$ cat src/rtl/ttl_univ_reg.sv
// rtl/ttl_univ_reg.sv - WIDTH-bit TTL-style universal register oversampled on i_mclk
// Emulated device clock is deglitched and edge-detected; per-bit preset/clear override edges.
module ttl_univ_reg #(
  parameter int unsigned            WIDTH     = 4,
  parameter int unsigned            FILTER    = 0,
  parameter int unsigned            EDGE      = 1,
  parameter logic [WIDTH-1:0]       RESET_VAL = '0
) (
  input  logic             i_mclk,
  input  logic             i_reset,
  input  logic             i_clk,
  input  logic [1:0]       i_s,
  input  logic [WIDTH-1:0] i_d,
  input  logic             i_sr_in,
  input  logic             i_sl_in,
  input  logic [WIDTH-1:0] i_pre_n,
  input  logic [WIDTH-1:0] i_clr_n,
  output logic [WIDTH-1:0] o_q,
  output logic [WIDTH-1:0] o_q_n
);

  localparam int unsigned      CW       = (FILTER == 0) ? 1 : $clog2(FILTER + 1);
  localparam logic [CW-1:0]    FILT     = CW'(FILTER);
  localparam logic             EDGE_LVL = (EDGE != 0);

  logic [WIDTH-1:0] r_q;
  logic [WIDTH-1:0] r_q_n;
  logic             r_clk_f;
  logic [CW-1:0]    r_cnt;
  logic [WIDTH-1:0] r_d_s;
  logic [1:0]       r_s_s;
  logic             r_sr_s;
  logic             r_sl_s;

  logic             w_accept;
  logic             w_edge;
  logic [WIDTH-1:0] w_shr;
  logic [WIDTH-1:0] w_shl;
  logic [WIDTH-1:0] w_next;

  // A transition is accepted on the FILTER+1-th consecutive differing sample.
  assign w_accept = (i_clk != r_clk_f) && (r_cnt == FILT);
  assign w_edge   = w_accept && (i_clk == EDGE_LVL);

  generate
    if (WIDTH == 1) begin : g_w1
      assign w_shr = r_sr_s;
      assign w_shl = r_sl_s;
    end else begin : g_wn
      assign w_shr = {r_q[WIDTH-2:0], r_sr_s};
      assign w_shl = {r_sl_s, r_q[WIDTH-1:1]};
    end
  endgenerate

  always_comb begin
    w_next = r_q;
    case (r_s_s)
      2'b01:   w_next = w_shr;
      2'b10:   w_next = w_shl;
      2'b11:   w_next = r_d_s;
      default: w_next = r_q;
    endcase
  end

  always_ff @(posedge i_mclk) begin
    if (i_reset) begin
      r_q     <= RESET_VAL;
      r_q_n   <= ~RESET_VAL;
      r_clk_f <= i_clk;
      r_cnt   <= '0;
      r_d_s   <= '0;
      r_s_s   <= '0;
      r_sr_s  <= 1'b0;
      r_sl_s  <= 1'b0;
    end else begin
      r_d_s  <= i_d;
      r_s_s  <= i_s;
      r_sr_s <= i_sr_in;
      r_sl_s <= i_sl_in;

      if (i_clk == r_clk_f) begin
        r_cnt <= '0;
      end else if (r_cnt == FILT) begin
        r_clk_f <= i_clk;
        r_cnt   <= '0;
      end else begin
        r_cnt <= r_cnt + 1'b1;
      end

      // Shift sources come from pre-update r_q, so a forced bit still feeds its neighbour.
      for (int i = 0; i < WIDTH; i++) begin
        if (!i_pre_n[i] && !i_clr_n[i]) begin
          r_q[i]   <= 1'b1;
          r_q_n[i] <= 1'b1;
        end else if (!i_pre_n[i]) begin
          r_q[i]   <= 1'b1;
          r_q_n[i] <= 1'b0;
        end else if (!i_clr_n[i]) begin
          r_q[i]   <= 1'b0;
          r_q_n[i] <= 1'b1;
        end else if (w_edge) begin
          r_q[i]   <= w_next[i];
          r_q_n[i] <= ~w_next[i];
        end
      end
    end
  end

  assign o_q   = r_q;
  assign o_q_n = r_q_n;

endmodule

$ cat config.mk
export PLATFORM = sky130hd
export DESIGN_NAME = ttl_univ_reg
export DESIGN_NICKNAME = d
export VERILOG_FILES = /design/src/rtl/ttl_univ_reg.sv
export SDC_FILE = /design/constraint.sdc
export NUM_CORES = 1
export LEC_CHECK = 0
export ABC_CLOCK_PERIOD_IN_PS = 1460
export BUFFER_PORTS_ARGS = -buffer_cell sky130_fd_sc_hd__clkbuf_2
export CAP_MARGIN = 15
export CORE_UTILIZATION = 25
export DETAILED_ROUTE_END_ITERATION = 8
export RECOVER_POWER = 50
export SYNTH_ARGS = -nofsm -noshare
export SYNTH_HDL_FRONTEND = slang
export SYNTH_SLANG_ARGS = --single-unit
$ cat constraint.sdc
create_clock -name i_mclk -period 1.46 [get_ports i_mclk]
set_input_delay 0.146 -clock i_mclk [delete_from_list [all_inputs] [get_ports i_mclk]]
set_output_delay 0.146 -clock i_mclk [all_outputs]
set_load 0.005 [all_outputs]
==> metrics.md <==
| Metric | Value |
|---|---|
| Status | completed |
| CP startpoint kind | register |
| CP Capture Type | register |
| F_max | approximately 740 MHz |
| PortBufs | 26 |
| Worst-path maximum fanout | 4 |
| Power, Total | 1.04 mW |
| Hold Buf Count CTS | 0 |
| Synth top area share | 39.9% |
| WL per Instance | 12.0 um |
| Seq/Total Area, Yosys | 43.4% |
| Post-Syn Area | 853 um^2 |
| Slew headroom | ~60% |
| Largest net degree at the start of global routing | 14 |
| Setup WS pre-CTS | 0.109 ns |
| Share of cells above drive strength 1 | 31.6% |
| Postcts setup bufs | 0 |
| Die area | 3650 um^2 |
| CP cell instances | or3b_4 > a41oi_1 > a21bo_1 |
| N_diodes | 0 |
| Min Tclk post-route | 1.34 ns |
| Initial Util | between 20% and 30% |
| Finished Layout Cells | 158 |
| GRT Residual Overflow | 0 |
| Design area | roughly 1100 um^2 |
| Synth Area in Simple Gates | 14.5% |
| Worst skew pair latency | 0.28 ns |
| Final Max Slew Viols | 0 |
| Fill cell count | 344 |
| Hold Vio Cnt, Final | 0 |
| Fin worst setup slack | about 0.12 ns |
| Post-synthesis compound-gate area fraction | 27.3% |
| Reg-to-reg slack, setup | 0.12 ns |
| Final setup TNS | 0 ns |
| Max cap viols | 0 |
| Largest family of logic cells by synthesized area | compound AO/OA/AOI/OAI gates |
| CTS tree | done |
| # setup viols final | 0 |
| Post-CTS sizing | 0 |
| Drt drc | 0 |
| Gpl congestion | 0.814 |
| Final hold slack | 0.0636 ns |
| Placed cell areas | 1060 um^2 |
| HPWL Detailed | about 1500 um |
| Synth Register Bits | 18 |
| Power per Cell Area | 958 nW/um^2 |
| GRT Util Overall | 11.8% |
| Fin crit share | 92.1% |
| WP buf/inv | 0 |
| Num Clock Sinks | 18 |
| Post-Synth Adder-Cell Area | 0% |
| Post-Synthesis Cells | 82 |
| Syn Area/Cell | 10.4 um^2 |
| CP max stage cell | or3b_4 |
| Cell variety after synth | 20 |
| Yosys top cell by area | dfxtp_1 |
| Post-Syn Nets | about 100 |
| Final core utilization | 34.4% |
| Crit path largest cell delay | between 0.4 and 0.5 ns |
| Iter 0 DRT Violations | 16 |
| ANT nets after route | 0 |
| CTS buffer count | 3 |
| Crit Path Category | reg -> reg |
| Via-per-instance ratio | 4.62 |
| Placed cell count | 154 |
| Row cnt | 20 |
| Largest cells by area after synthesis | dfxtp_1 40%, mux2i_1 9.4%, a211oi_2 5.9% |
| Ys Warns | 0 |
| Ports | 27 |
| Post-synthesis mux area share | 9.38% |
| Worst-path clk slew | 0.10 ns |
| Core area | between 3000 and 4000 um^2 |
| Vias in the first global route | roughly 730 |
| RSZ-0062 raised after global routing | no |
| Final WL | about 1900 um |
| Max IR drop VDD | 0.000374 V |
| Worst Path Required | approximately 1.7 ns |
| Critical path's top delay family | compound AO/OA/AOI/OAI gates |
| Worst-Margin Slew | 0.606 ns |
| Chip width | between 60 and 70 um |
| Type of the most critical hold path | in -> reg |
| Static leakage | approximately 0.45 nW |
| First-pass GRT wire length | 3110 um |
| Root Driver | clkbuf_4 |
| Pre-antenna DRT Iters | 4 |
| Clk buf depth | 2 |
| Post-route clock skew | 0.00116 ns |
| Antenna violations before repair | 0 |
| DR vias | 730 |
| Fin nets | 134 |
| Arr. time, crit path | approximately 1.5 ns |
| Die Y | 60.4 um |
| H-tree Lvls | 1 |
| Post-Synth XOR/XNOR Area | 1.03% |
| P&R area growth vs syn | 27.1% |
## registers in the layout (all words and copies together) (netlist names)
| name | flops |
|---|---|
| o_q | 4 |
| o_q_n | 4 |
| r_clk_f | 1 |
| r_cnt | 1 |
| r_d_s | 4 |
| r_s_s | 2 |
| r_sl_s | 1 |
| r_sr_s | 1 |
## cell families (layout without fill, tap and decap cells)
logic type	after synthesis	after routing
AOI/OAI and AO/OA	25	25
and+or+nand+nor	22	22
DFF	18	18
muxes	8	8
buffers and inverters	7	39
other	1	1
xor gates and xnor gates	1	1
## worst paths after layout
path                                end  cells after the start                   from
setup / recovery  o_q_n[3]$_SDFFE_PP1P_                      3      r_clk_f$_DFFE_PP_
hold / removal      r_s_s[0]$_SDFF_PP0_                      2                 i_s[0]
hold reg to reg   o_q_n[1]$_SDFFE_PP1P_                      2  o_q_n[1]$_SDFFE_PP1P_
setup reg to reg  o_q_n[3]$_SDFFE_PP1P_                      3      r_clk_f$_DFFE_PP_
## final cells by class
cell class / count / area (um^2) / share of cell area (%)
well taps: 44 / 55.1 / 5.07
repair buffers: 31 / 159 / 14.6
inverters: 4 / 15.0 / 1.38
flip-flops and latches: 18 / 370 / 34.1
clock buffers: 4 / 36.3 / 3.34
multi-input cells: 57 / 449 / 41.4
## report_power, final
| part | leakage, nW | switching [mW] | internal [mW] |
|---|---|---|---|
| clock | 0.0210 | 0.149 | 0.152 |
| sequential | 0.152 | 0.0308 | 0.530 |
| combinational | 0.282 | 0.0807 | 0.0971 |
| total | 0.455 | 0.261 | 0.779 |
## per-layer routing
layer / vias to the layer above / track usage [%] / part of all wire [%]
li1: 366 / - / -
met1: 334 / 14.6 / 47
met2: 28 / 18.7 / 45
met3: 2 / 2.56 / 7.4
met4: 0 / 7.14 / 0.58
met5: - / 0 / 0
## synth_stat cells
cell,count
or3b_4,1
dfxtp_1,17
o21bai_1,5
buf_1,1
nor3b_2,1
mux2i_1,8
conb_1,1
inv_1,4
o21a_1,4
a21bo_1,4
nor3_1,4
o32a_1,4
edfxtp_1,1
buf_6,1
nor2b_1,8
nand2_1,8
clkbuf_1,1
a41oi_1,4
a211oi_2,4
xnor2_1,1
## placed cells by master (no fill, tap or decap), types with 3 or more instances in the layout
cell and count:
a21bo_1 4, nand2_1 8, o21bai_1 5, o21a_1 4, clkbuf_4 3, nor3_1 4
a211oi_2 4, dfxtp_1 17, mux2i_1 8, inv_1 4, o32a_1 4, buf_4 4
nor2b_1 8, clkbuf_1 5, clkbuf_2 22, a41oi_1 4
No activity file was read; power rests on OpenSTA's default activity.
